$ cat src/rtl/bitserial_alu_ctrl_pkg.sv
// Shared definitions for the bit-serial ALU sequencer and its 1-bit slice:
// function codes, sequencer state encoding and a funct legality helper.
package bitserial_alu_ctrl_pkg;

  localparam logic [5:0] FN_ADD = 6'd32;
  localparam logic [5:0] FN_SUB = 6'd34;
  localparam logic [5:0] FN_AND = 6'd36;
  localparam logic [5:0] FN_OR  = 6'd37;
  localparam logic [5:0] FN_SLT = 6'd42;

  typedef enum logic [1:0] {
    ST_IDLE    = 2'd0,
    ST_RUN     = 2'd1,
    ST_SLT_FIX = 2'd2,
    ST_DONE    = 2'd3
  } state_e;

  function automatic logic is_legal_funct(input logic [5:0] f);
    return (f == FN_ADD) || (f == FN_SUB) || (f == FN_AND) ||
           (f == FN_OR)  || (f == FN_SLT);
  endfunction

endpackage

$ cat src/rtl/bitserial_alu_ctrl.sv
// Bit-serial ALU sequencer: feeds an external 1-bit slice one operand bit per
// cycle (LSB first), collects Sum into the result register and threads the
// carry through a single flop. SLT runs a signed subtract, then spends one
// extra cycle pushing the overflow-corrected sign through the slice's Less input.
module bitserial_alu_ctrl
  import bitserial_alu_ctrl_pkg::*;
#(
  parameter int WIDTH = 32
) (
  input  logic             clk,
  input  logic             rst_n,
  input  logic             start,
  input  logic [5:0]       funct,
  input  logic [WIDTH-1:0] a,
  input  logic [WIDTH-1:0] b,
  output logic             busy,
  output logic             done,
  output logic             illegal,
  output logic [WIDTH-1:0] result,
  output logic             overflow,
  output logic             slice_a,
  output logic             slice_b,
  output logic             slice_cin,
  output logic             slice_less,
  output logic [5:0]       slice_signal,
  input  logic             slice_sum,
  input  logic             slice_cout
);

  localparam int IW = (WIDTH > 1) ? $clog2(WIDTH) : 1;
  localparam logic [IW-1:0] IDX_LAST = IW'(WIDTH - 1);

  state_e           state_q, state_d;
  logic [IW-1:0]    idx_q, idx_d;
  logic             carry_q, carry_d;
  logic             set_q, set_d;
  logic             illegal_q, illegal_d;
  logic             overflow_q, overflow_d;
  logic [WIDTH-1:0] result_q, result_d;
  logic [WIDTH-1:0] a_q, a_d;
  logic [WIDTH-1:0] b_q, b_d;
  logic [5:0]       funct_q, funct_d;
  logic             ovf;

  // Next-state, bit-step datapath and slice drive
  always_comb begin
    state_d      = state_q;
    idx_d        = idx_q;
    carry_d      = carry_q;
    set_d        = set_q;
    illegal_d    = 1'b0;
    overflow_d   = overflow_q;
    result_d     = result_q;
    a_d          = a_q;
    b_d          = b_q;
    funct_d      = funct_q;
    ovf          = 1'b0;
    slice_a      = 1'b0;
    slice_b      = 1'b0;
    slice_cin    = 1'b0;
    slice_less   = 1'b0;
    slice_signal = 6'd0;

    case (state_q)
      ST_IDLE: begin
        if (start) begin
          if (is_legal_funct(funct)) begin
            a_d        = a;
            b_d        = b;
            funct_d    = funct;
            idx_d      = '0;
            // Subtracting ops start with carry-in 1 to complete the two's complement of B
            carry_d    = funct[1];
            set_d      = 1'b0;
            overflow_d = 1'b0;
            state_d    = ST_RUN;
          end else begin
            illegal_d = 1'b1;
          end
        end
      end

      ST_RUN: begin
        slice_a      = a_q[idx_q];
        slice_b      = b_q[idx_q];
        slice_cin    = carry_q;
        slice_signal = (funct_q == FN_SLT) ? FN_SUB : funct_q;
        result_d[idx_q] = slice_sum;
        carry_d      = slice_cout;
        idx_d        = idx_q + 1'b1;
        if (idx_q == IDX_LAST) begin
          // Signed overflow: carry into the MSB differs from carry out of it
          ovf        = carry_q ^ slice_cout;
          overflow_d = ((funct_q == FN_ADD) || (funct_q == FN_SUB)) ? ovf : 1'b0;
          // True sign of a-b even when the subtraction overflowed
          set_d      = slice_sum ^ ovf;
          idx_d      = '0;
          state_d    = (funct_q == FN_SLT) ? ST_SLT_FIX : ST_DONE;
        end
      end

      ST_SLT_FIX: begin
        slice_a      = a_q[0];
        slice_b      = b_q[0];
        slice_cin    = 1'b1;
        slice_less   = set_q;
        slice_signal = FN_SLT;
        result_d     = {{(WIDTH-1){1'b0}}, slice_sum};
        state_d      = ST_DONE;
      end

      ST_DONE: begin
        state_d = ST_IDLE;
      end

      default: begin
        state_d = ST_IDLE;
      end
    endcase
  end

  // Control and result registers; reset aborts any operation in flight
  always_ff @(posedge clk) begin
    if (!rst_n) begin
      state_q    <= ST_IDLE;
      idx_q      <= '0;
      carry_q    <= 1'b0;
      set_q      <= 1'b0;
      illegal_q  <= 1'b0;
      overflow_q <= 1'b0;
      result_q   <= '0;
    end else begin
      state_q    <= state_d;
      idx_q      <= idx_d;
      carry_q    <= carry_d;
      set_q      <= set_d;
      illegal_q  <= illegal_d;
      overflow_q <= overflow_d;
      result_q   <= result_d;
    end
  end

  // Latched operands and function code; only meaningful while an op runs
  always_ff @(posedge clk) begin
    a_q     <= a_d;
    b_q     <= b_d;
    funct_q <= funct_d;
  end

  assign busy     = (state_q == ST_RUN) || (state_q == ST_SLT_FIX);
  assign done     = (state_q == ST_DONE);
  assign illegal  = illegal_q;
  assign result   = result_q;
  assign overflow = overflow_q;

endmodule

$ cat config.mk
export PLATFORM = sky130hd
export DESIGN_NAME = bitserial_alu_ctrl
export DESIGN_NICKNAME = d
export VERILOG_FILES = /design/src/rtl/bitserial_alu_ctrl_pkg.sv /design/src/rtl/bitserial_alu_ctrl.sv
export SDC_FILE = /design/constraint.sdc
export NUM_CORES = 1
export LEC_CHECK = 0
export BUFFER_PORTS_ARGS = -buffer_cell sky130_fd_sc_hd__buf_4
export CAP_MARGIN = 30
export CORE_ASPECT_RATIO = 1.25
export CORE_MARGIN = 10
export CORE_UTILIZATION = 25
export DETAILED_ROUTE_END_ITERATION = 8
export PLACE_DENSITY = 0.53
export SLEW_MARGIN = 20
export SYNTH_ARGS = -nofsm -noshare
export SYNTH_HDL_FRONTEND = slang
export SYNTH_SLANG_ARGS = --single-unit
$ cat constraint.sdc
create_clock -name clk -period 5.66 [get_ports clk]
set_input_delay 0.566 -clock clk [delete_from_list [all_inputs] [get_ports clk]]
set_output_delay 0.566 -clock clk [all_outputs]
set_load 0.01 [all_outputs]
==> impl_results.md, run 1 <==
* Final Max Tran Viols at 0
* CP peak stage delay at 0.85 ns
* Core area at 0.0202 sq mm
* Cell Area, Synth at 0.00512 sq mm
* Worst Setup End Kind: primary output
* RSZ-0062 raised after global routing: no
* Total CTS buffers at 17
* Antenna violations before repair at 0
* Minimum clock period at 3.47 ns
* DR iter-0 viols at 233
* Number of synthesized flops with an enable pin at 70
* Total Routing Usage GR at 11.3%
* Skew-Pair Late Insertion Delay at 0.41 ns
* GP Congestion at 0.774
* Crit-path slowest cell: dfxtp_1
* Final hold viol count at 0
* Layout cells sized above 1 at 29.9%
* Worst Tran Pin Value at 0.927 ns
* Critical Path Source Type: register
* Post-synth top flop: edfxtp_1
* Synth cell types at 57
* Async set-reset flop share out of synthesis at 0%
* Clk buf depth at 2
* Net Count, Synth at 514
* Hpwl dp at 11,100 microns
* Via count at 3,803
* Number of top-level pins at 121
* Post-Syn Instances at 430
* DIE HEIGHT at 180 microns
* Yosys warns at 0
* IO Port Bufs at 120
* Cell taking the most area after synthesis: edfxtp_1
* Power Dens Cells at 295 mW/mm^2
* Critical Path RT at 5.09 ns
* CTS resizes at 0
* Synth top area cells: edfxtp_1 (41%), dfxtp_1 (17%), a21boi_0 (5.1%)
* P&R area growth vs syn at 33.8%
* Status: finished, final reports clean
* Top post-synthesis cells by count: edfxtp_1 (70), dfxtp_1 (43), nand3_1 (39)
* Congestion Overflow GR at 0
* Post-CTS Hold Buffers at 0
* Final worst slack at 2.19 ns
* Die ar. at 0.0266 sq mm
* # setup viols final at 0
* First-pass GRT wire length at 23,300 microns
* Pre-Repair DR Iteration Count at 4
* # rows at 58
* Yosys top cell area share at 41.0%
* Seq cells post-synth at 113
* Fmax achieved at 288 MHz
* VDD IR max at 0.000193 V
* H-Tree Depth at 4
* Clock Sinks at 113
* Vias in the first global route at 4,118
* CTS tree: yes
* Starting Density at 25.4%
* Post-Place Worst Slack at 2.51 ns
* Fin Setup TNS at 0 ns
* Routed vias/inst at 4.61
* Static Leak at 2.43 nW
* Routed Antenna Nets at 0
* Fin nets at 626
* DRC at 0
* Hold Crit Class: in2reg
* Final worst path period share at 61.3%
* Slew HR at 38.2%
* Crit-path cells: inv_1, nand2_1, o311ai_0, a221oi_1, a31oi_1, buf_4
* Root Driver: clkbuf_16
* Max cap viols at 0
* Antenna Diode Count at 0
* Worst Path Max Fanout at 21
* DR WL/cell at 18.4 microns
* Largest net degree at the start of global routing at 73
* Die Width at 148 microns
* Arrival time of the worst setup path at 2.90 ns
* Register area share after synthesis at 57.9%
* Reg clk slew, reported paths at 0.05 ns
* Setup Buffers After CTS at 0
* Mapped Avg Cell Area at 11.9 sq um
* Routed WL at 15,100 microns
* Worst setup path category: reg2out
* Count leader, synth: edfxtp_1
* Layout Skew at 0.00772 ns
-- per-stage QoR --
stage | hold slack (ns) | util, % | cells | cell area, sq um | power [mW]
after global placement | 0.470 | 30.7 | 790 | 6200 | 0.989
final | 0.328 | 34.0 | 825 | 6850 | 2.02
after CTS | 0.302 | 33.8 | 823 | 6810 | 2.05
after global routing | 0.303 | 34.0 | 825 | 6850 | 2.09
after floorplan | 0.483 | - | 430 | 5120 | 0.938
after detailed placement | 0.490 | 30.8 | 791 | 6220 | 0.990
-- metal layers --
layer	routed length, microns	track usage [%]	up-vias
met3	897	4.15	12
met4	138	3.14	0
met5	0	0	-
met2	7960	19.5	109
li1	-	-	1860
met1	6150	12.6	1822
-- path summary, 6_finish.rpt --
path	from	to	depth (start not counted)	slack (ns)
worst max-delay path	idx_q[3]	slice_a	6	2.19
worst min-delay path	a[9]	a_q[9]	1	0.33
worst max register to register	state_q[0]	result[0]	6	3.21
worst min register to register	overflow	overflow	2	0.50
-- area by class of cell --
cell class / count / area [sq um]
fillers: 2098 / 13300
flip-flops and latches: 113 / 2960
inverters: 8 / 30.0
multi-input cells: 277 / 1960
clock buffers: 28 / 548
clock inverters: 4 / 45.0
repair buffers: 125 / 973
well taps: 270 / 338
-- flip-flops by register name, indices dropped and copies added (netlist names) --
register / cells
overflow: 1
idx_q: 5
funct_q: 6
result: 32
illegal: 1
carry_q: 1
state_q: 2
a_q: 32
b_q: 32
set_q: 1
-- critical path, delay by kind of cell, from the launching register on --
family | cells | cell delay, ns
buffers and inverters | 2 | 0.67
flip-flops | 1 | 0.85
AO/OA/AOI/OAI | 3 | 0.71
AND/OR/NAND/NOR | 1 | 0.26
-- layout by cell type, fill, tap and decap left out, drive strengths merged, types with 3 or more instances in the layout --
cell / Yosys / routed
and2: 7 / 7
nand2b: 3 / 3
a21boi: 38 / 38
nor2: 11 / 11
mux4: 3 / 3
o211ai: 31 / 31
nand2: 31 / 31
clkbuf: 20 / 28
inv: 8 / 8
mux2i: 26 / 26
o21ai: 8 / 8
ha: 9 / 9
dfxtp: 43 / 43
buf: 11 / 125
nor3: 10 / 10
a31oi: 3 / 3
edfxtp: 70 / 70
nand3: 39 / 39
clkinv: 0 / 3
and3: 5 / 5
o22ai: 6 / 6
nor2b: 8 / 8
-- logic make-up after synthesis --
family	after synthesis	synth area share, %
AO/OA/AOI/OAI	105	15.6
multiplexers	31	6.91
AND/OR/NAND/NOR	130	13.0
buffers and inverters	40	4.10
adder cells (fa/ha/maj)	9	2.20
flip-flops	113	57.9
XOR/XNOR	2	0.342
-- where the power goes --
group          leakage, nW  switching (mW)  internal [mW]
logic                 1.16          0.0358         0.0462
clock network        0.296           0.351          0.698
registers            0.981         0.00348          0.887
Note: power is estimated with default switching activity, not from simulation.
==> run 2: changes to the inputs <==
clock period = 3.2 ns   (was 5.66 ns; I/O delays follow)
==> impl_results.md, run 2 (synthesized netlist as in run 1, its figures left out) <==
* Clk buf depth at 2 (unchanged)
* Largest net degree at the start of global routing at 46 (-37%)
* Fill count at 2,091 (-0.33%)
* Hold Crit Class: in2reg
* P_sw at 0.725 mW (+86%)
* Pre-Repair DR Iteration Count at 4 (unchanged)
* DR iter-0 viols at 312 (+34%)
* Slew HR at 54.0% (+16 points)
* Die Width at 148 microns (unchanged)
* IO Port Bufs at 120 (unchanged)
* Final worst slack at 0.232 ns (-1.96 ns)
* CP peak stage delay at 0.69 ns (-0.16 ns)
* DIE HEIGHT at 180 microns (unchanged)
* H-Tree Depth at 4 (unchanged)
* Worst Path Max Fanout at 19 (-9.5%)
* Final hold viol count at 0 (unchanged)
* Register share of total power at 43.0% (-1.0 points)
* First-pass GRT wire length at 23,500 microns (+0.80%)
* Skew-Pair Late Insertion Delay at 0.41 ns (about the same)
* Layout Skew at 0.00775 ns (+0.0000335 ns)
* Antenna Diode Count at 0 (unchanged)
* # setup viols final at 0 (unchanged)
* Crit-path slowest cell: dfxtp_2
* Routed vias/inst at 4.71 (+2.3%)
* Final worst path period share at 92.7%
* Arrival time of the worst setup path at 2.65 ns (-0.25 ns)
* Root Driver: clkbuf_16
* Antenna violations before repair at 0 (unchanged)
* Number of top-level pins at 121 (unchanged)
* Clock power frac at 53.0% (+1.1 points)
* Final Max Tran Viols at 0 (unchanged)
* GP Congestion at 0.781 (+1.0%)
* Switching power share of the total at 19.8% (+0.47 points)
* Placed insts at 798 (+0.88%)
* Worst Tran Pin Value at 0.688 ns (-0.239 ns)
* # rows at 58 (unchanged)
* Commonest non-fill, non-tap cell in the layout: buf_4
* Fin Setup TNS at 0 ns (unchanged)
* Critical Path Source Type: register
* Crit-path cells: mux4_2, nand3_1, o311ai_0, a221oi_1, a31oi_1, buf_4
* Int Pwr at 2.94 mW (+80%)
* Layout cells sized above 1 at 30.5% (+0.63 points)
* Core area at 0.0202 sq mm (unchanged)
* Minimum clock period at 2.97 ns
* Status: finished, final reports clean
* RSZ-0062 raised after global routing: no
* Finished Layout Cells at 830 (+0.61%)
* P&R area growth vs syn at 34.3%
* Die ar. at 0.0266 sq mm (unchanged)
* Power Dens Cells at 532 mW/mm^2 (+81%)
* Post-CTS Hold Buffers at 0 (unchanged)
* Total Routing Usage GR at 11.3% (+0.064 points)
* CTS tree: yes
* Clock Sinks at 113 (unchanged)
* Worst Setup End Kind: primary output
* Starting Density at 25.4% (unchanged)
* Static Leak at 2.45 nW (+0.69%)
* Reg clk slew, reported paths at 0.05 ns (about the same)
* Max cap viols at 0 (unchanged)
* CTS resizes at 0 (unchanged)
* Post-Place Worst Slack at 0.628 ns (-1.88 ns)
* Routed WL at 15,000 microns (-0.61%)
* DRC at 0 (unchanged)
* Vias in the first global route at 4,202 (+2.0%)
* Routed Antenna Nets at 0 (unchanged)
* Via count at 3,913 (+2.9%)
* Worst setup path category: reg2out
* Most frequent cells in the layout: buf_4 (129), edfxtp_1 (70), dfxtp_1 (41)
* VDD IR max at 0.000345 V (+79%)
* Fin nets at 631 (+0.80%)
* Congestion Overflow GR at 0 (unchanged)
* DR WL/cell at 18.1 microns (-1.2%)
* Comb power frac at 4.1% (about the same)
* Total CTS buffers at 17 (unchanged)
* Setup Buffers After CTS at 0 (unchanged)
* Fmax achieved at 337 MHz
* Critical Path RT at 2.88 ns (-2.21 ns)
* Hpwl dp at 11,200 microns (+0.65%)
==> run 2: through the flow <==
step           utilization, %  hold WS, ns  power [mW]  instance area [sq um]
3_3_place_gp             31.1        0.469        1.75                   6280
4_1_cts                  34.1       0.0565        3.70                   6880
5_1_grt                  34.1       0.0533        3.79                   6880
3_5_place_dp             31.1        0.484        1.76                   6280
2_1_floorplan               -        0.419        1.66                   5120
6_report                 34.1       0.0792        3.66                   6880
==> run 2: cell type report <==
| class | count | area, sq um | area share, % |
|---|---|---|---|
| Timing Repair Buffer | 130 | 988 | 14.4 |
| Sequential cell | 113 | 2970 | 43.1 |
| Clock inverter | 13 | 168 | 2.44 |
| Clock buffer | 19 | 433 | 6.29 |
| Inverter | 8 | 30.0 | 0.437 |
| Multi-Input combinational cell | 277 | 1960 | 28.4 |
| Tap cell | 270 | 338 | 4.91 |
==> run 2: path summary, 6_finish.rpt <==
check,slack (ns),endpoint,startpoint,cells past startpoint
max reg2reg,0.82,result[9],state_q[0],6
max,0.23,slice_a,idx_q[1],6
min,0.08,a_q[1],a[1],1
min reg2reg,0.49,overflow,overflow,2
==> run 2: power by group through the flow <==
stage,logic (mW),registers [mW],clock network (mW)
2_1_floorplan,0.0561,1.60,0
3_3_place_gp,0.149,1.60,0
3_5_place_dp,0.152,1.60,0
4_1_cts,0.153,1.57,1.97
5_1_grt,0.163,1.57,2.05
6_report,0.149,1.57,1.94
==> run 2: layer usage <==
| metal | global-route usage [%] | vias to the layer above | wire (microns) |
|---|---|---|---|
| met5 | 0 | - | 0 |
| met4 | 4.61 | 0 | 270 |
| met3 | 3.17 | 25 | 757 |
| met2 | 19.2 | 129 | 7780 |
| met1 | 13.2 | 1894 | 6240 |
| li1 | - | 1865 | - |
==> run 2: worst max-delay path: cells and delay by family, from the launching register on <==
family                 cells  cell delay, ns
AO/OA/AOI/OAI              3            0.68
flip-flops                 1            0.69
multiplexers               1            0.58
AND/OR/NAND/NOR            1            0.10
buffers and inverters      1            0.18
==> run 3: changes to the inputs <==
BUFFER_PORTS_ARGS = not set   (was -buffer_cell sky130_fd_sc_hd__buf_4)
CTS_BUF_LIST = sky130_fd_sc_hd__clkbuf_4 sky130_fd_sc_hd__clkbuf_8   (was not set)
DONT_BUFFER_PORTS = 1   (was not set)
PLACE_DENSITY = 0.48   (was 0.53)
==> impl_results.md, run 3 (synthesized netlist as in run 1, its figures left out) <==
* Status: finished, final reports clean
* Worst Tran Pin Value at 0.645 ns (-0.0431 ns)
* # rows at 58 (unchanged)
* DRC at 0 (unchanged)
* Fill count at 2,064 (-1.3%)
* Worst Path Max Fanout at 16 (-3)
* Setup Buffers After CTS at 0 (unchanged)
* DIE HEIGHT at 180 microns (unchanged)
* CTS tree: yes
* Vias in the first global route at 3,972 (-5.5%)
* DR WL/cell at 19.3 microns (+6.4%)
* VDD IR max at 0.000282 V (-18%)
* GP Congestion at 0.783 (+0.26%)
* Seq. cell area at 0.00297 sq mm (unchanged)
* First-pass GRT wire length at 23,600 microns (+0.50%)
* Final hold viol count at 0 (unchanged)
* Power Dens Cells at 472 mW/mm^2 (-11%)
* Clock Sinks at 113 (unchanged)
* Routed WL at 15,000 microns (-0.54%)
* # setup viols final at 0 (unchanged)
* RSZ-0062 raised after global routing: no
* Total CTS buffers at 17 (unchanged)
* Antenna Diode Count at 0 (unchanged)
* Largest net degree at the start of global routing at 73 (+59%)
* Slew HR at 56.9% (+2.9 points)
* Routed Antenna Nets at 0 (unchanged)
* Die ar. at 0.0266 sq mm (unchanged)
* Antenna violations before repair at 0 (unchanged)
* Layout cells sized above 1 at 10.3% (-20 points)
* Max cap viols at 0 (unchanged)
* Starting Density at 25.4% (unchanged)
* Clk buf depth at 2 (unchanged)
* Hold Crit Class: in2reg
* IO Port Bufs at 0 (-100%)
* Minimum clock period at 2.77 ns (-0.202 ns)
* Routed vias/inst at 4.77 (+1.1%)
* Total Routing Usage GR at 11.4% (+0.046 points)
* Final Max Tran Viols at 0 (unchanged)
* Critical Path Source Type: register
* Fin Setup TNS at 0 ns (unchanged)
* Die Width at 148 microns (unchanged)
* Fin nets at 579 (-8.2%)
* Fmax achieved at 362 MHz (+7.3%)
* Multi-input gate area at 0.00196 sq mm (unchanged)
* P&R area growth vs syn at 25.9%
* Via count at 3,700 (-5.4%)
* Layout Skew at 0.0104 ns (+0.00269 ns)
* Most frequent cells in the layout: edfxtp_1 (70), dlygate4sd3_1 (70), dfxtp_1 (41)
* DR iter-0 viols at 256 (-18%)
* Root Driver: clkbuf_8
* Critical Path RT at 2.88 ns (about the same)
* Worst setup path category: reg2out
* Reg clk slew, reported paths at 0.06 ns (about the same)
* Core area at 0.0202 sq mm (unchanged)
* Arrival time of the worst setup path at 2.45 ns (-0.20 ns)
* Hpwl dp at 10,700 microns (-4.5%)
* Congestion Overflow GR at 0 (unchanged)
* Skew-Pair Late Insertion Delay at 0.42 ns (about the same)
* Final worst path period share at 86.4% (-6.3 points)
* Pre-Repair DR Iteration Count at 5 (+1)
* H-Tree Depth at 4 (unchanged)
* Static Leak at 2.03 nW (-17%)
* Core Util, Final at 32.0% (-2.1 points)
* Worst Setup End Kind: primary output
* Number of top-level pins at 121 (unchanged)
[run 3: cell types whose count changed in the layout (fill, tap and decap cells not counted), sizes merged]
| cell | before | now |
|---|---|---|
| dlygate4sd3 | 0 | 70 |
| clkinv | 8 | 7 |
| clkbuf | 19 | 18 |
| buf | 130 | 8 |
| clkinvlp | 1 | 2 |
| bufinv | 4 | 3 |
[run 3: path summary, 6_finish.rpt]
path / start / to / slack [ns] / depth (start not counted)
setup reg to reg: idx_q[0] / idx_q[3] / 0.90 / 6
setup / recovery: idx_q[1] / slice_a / 0.43 / 6
hold reg to reg: set_q / set_q / 0.52 / 1
hold / removal: rst_n / carry_q / 0.06 / 1
[run 3: report_power, final]
group	leakage [nW]	total, mW	switching (mW)	internal [mW]
clock network	0.197	1.34	0.575	0.761
registers	0.982	1.57	0.00704	1.56
logic	0.850	0.134	0.0525	0.0817
[run 3: routing by layer]
metal  vias to the layer above  global-route usage (%)  share of wire, %
li1                       1760                       -                 -
met1                      1814                    12.4                38
met2                       119                    20.1                54
met3                         7                    3.94               7.2
met4                         0                    3.69               1.0
met5                         -                       0                 0
[run 3: cell type report]
class,count,area share [%]
clock inverter,12,2.23
clock buffer,18,3.75
multi-input combinational,277,30.3
tap,270,5.24
sequential,113,46.0
timing repair buffer,78,12.0
inverter,8,0.466
[run 3: per-stage QoR]
step	cells	area, sq um	hold slack, ns	total power [mW]	setup slack (ns)
4_1_cts	776	6450	0.0113	3.08	0.174
2_1_floorplan	430	5120	0.419	1.66	0.0946
3_3_place_gp	676	5360	0.419	1.67	0.656
3_5_place_dp	676	5360	0.419	1.67	0.654
6_report	776	6450	0.0582	3.04	0.434
5_1_grt	776	6450	0.0187	3.16	0.153
[run 3: what timing repair did]
| item | in CTS | in global routing |
|---|---|---|
| hold endpoints to repair | 70 | 0 |
| gates resized for setup | 0 | 1 |
| setup endpoints to repair | 0 | 1 |
| hold buffers | 70 | 0 |
[run 3: critical path: stages (launching register included)]
cell      delay [ns]
dfxtp_2         0.56
buf_4           0.36
mux2_2          0.37
nand4_1         0.08
o311ai_0        0.13
a221oi_1        0.29
a31oi_1         0.22
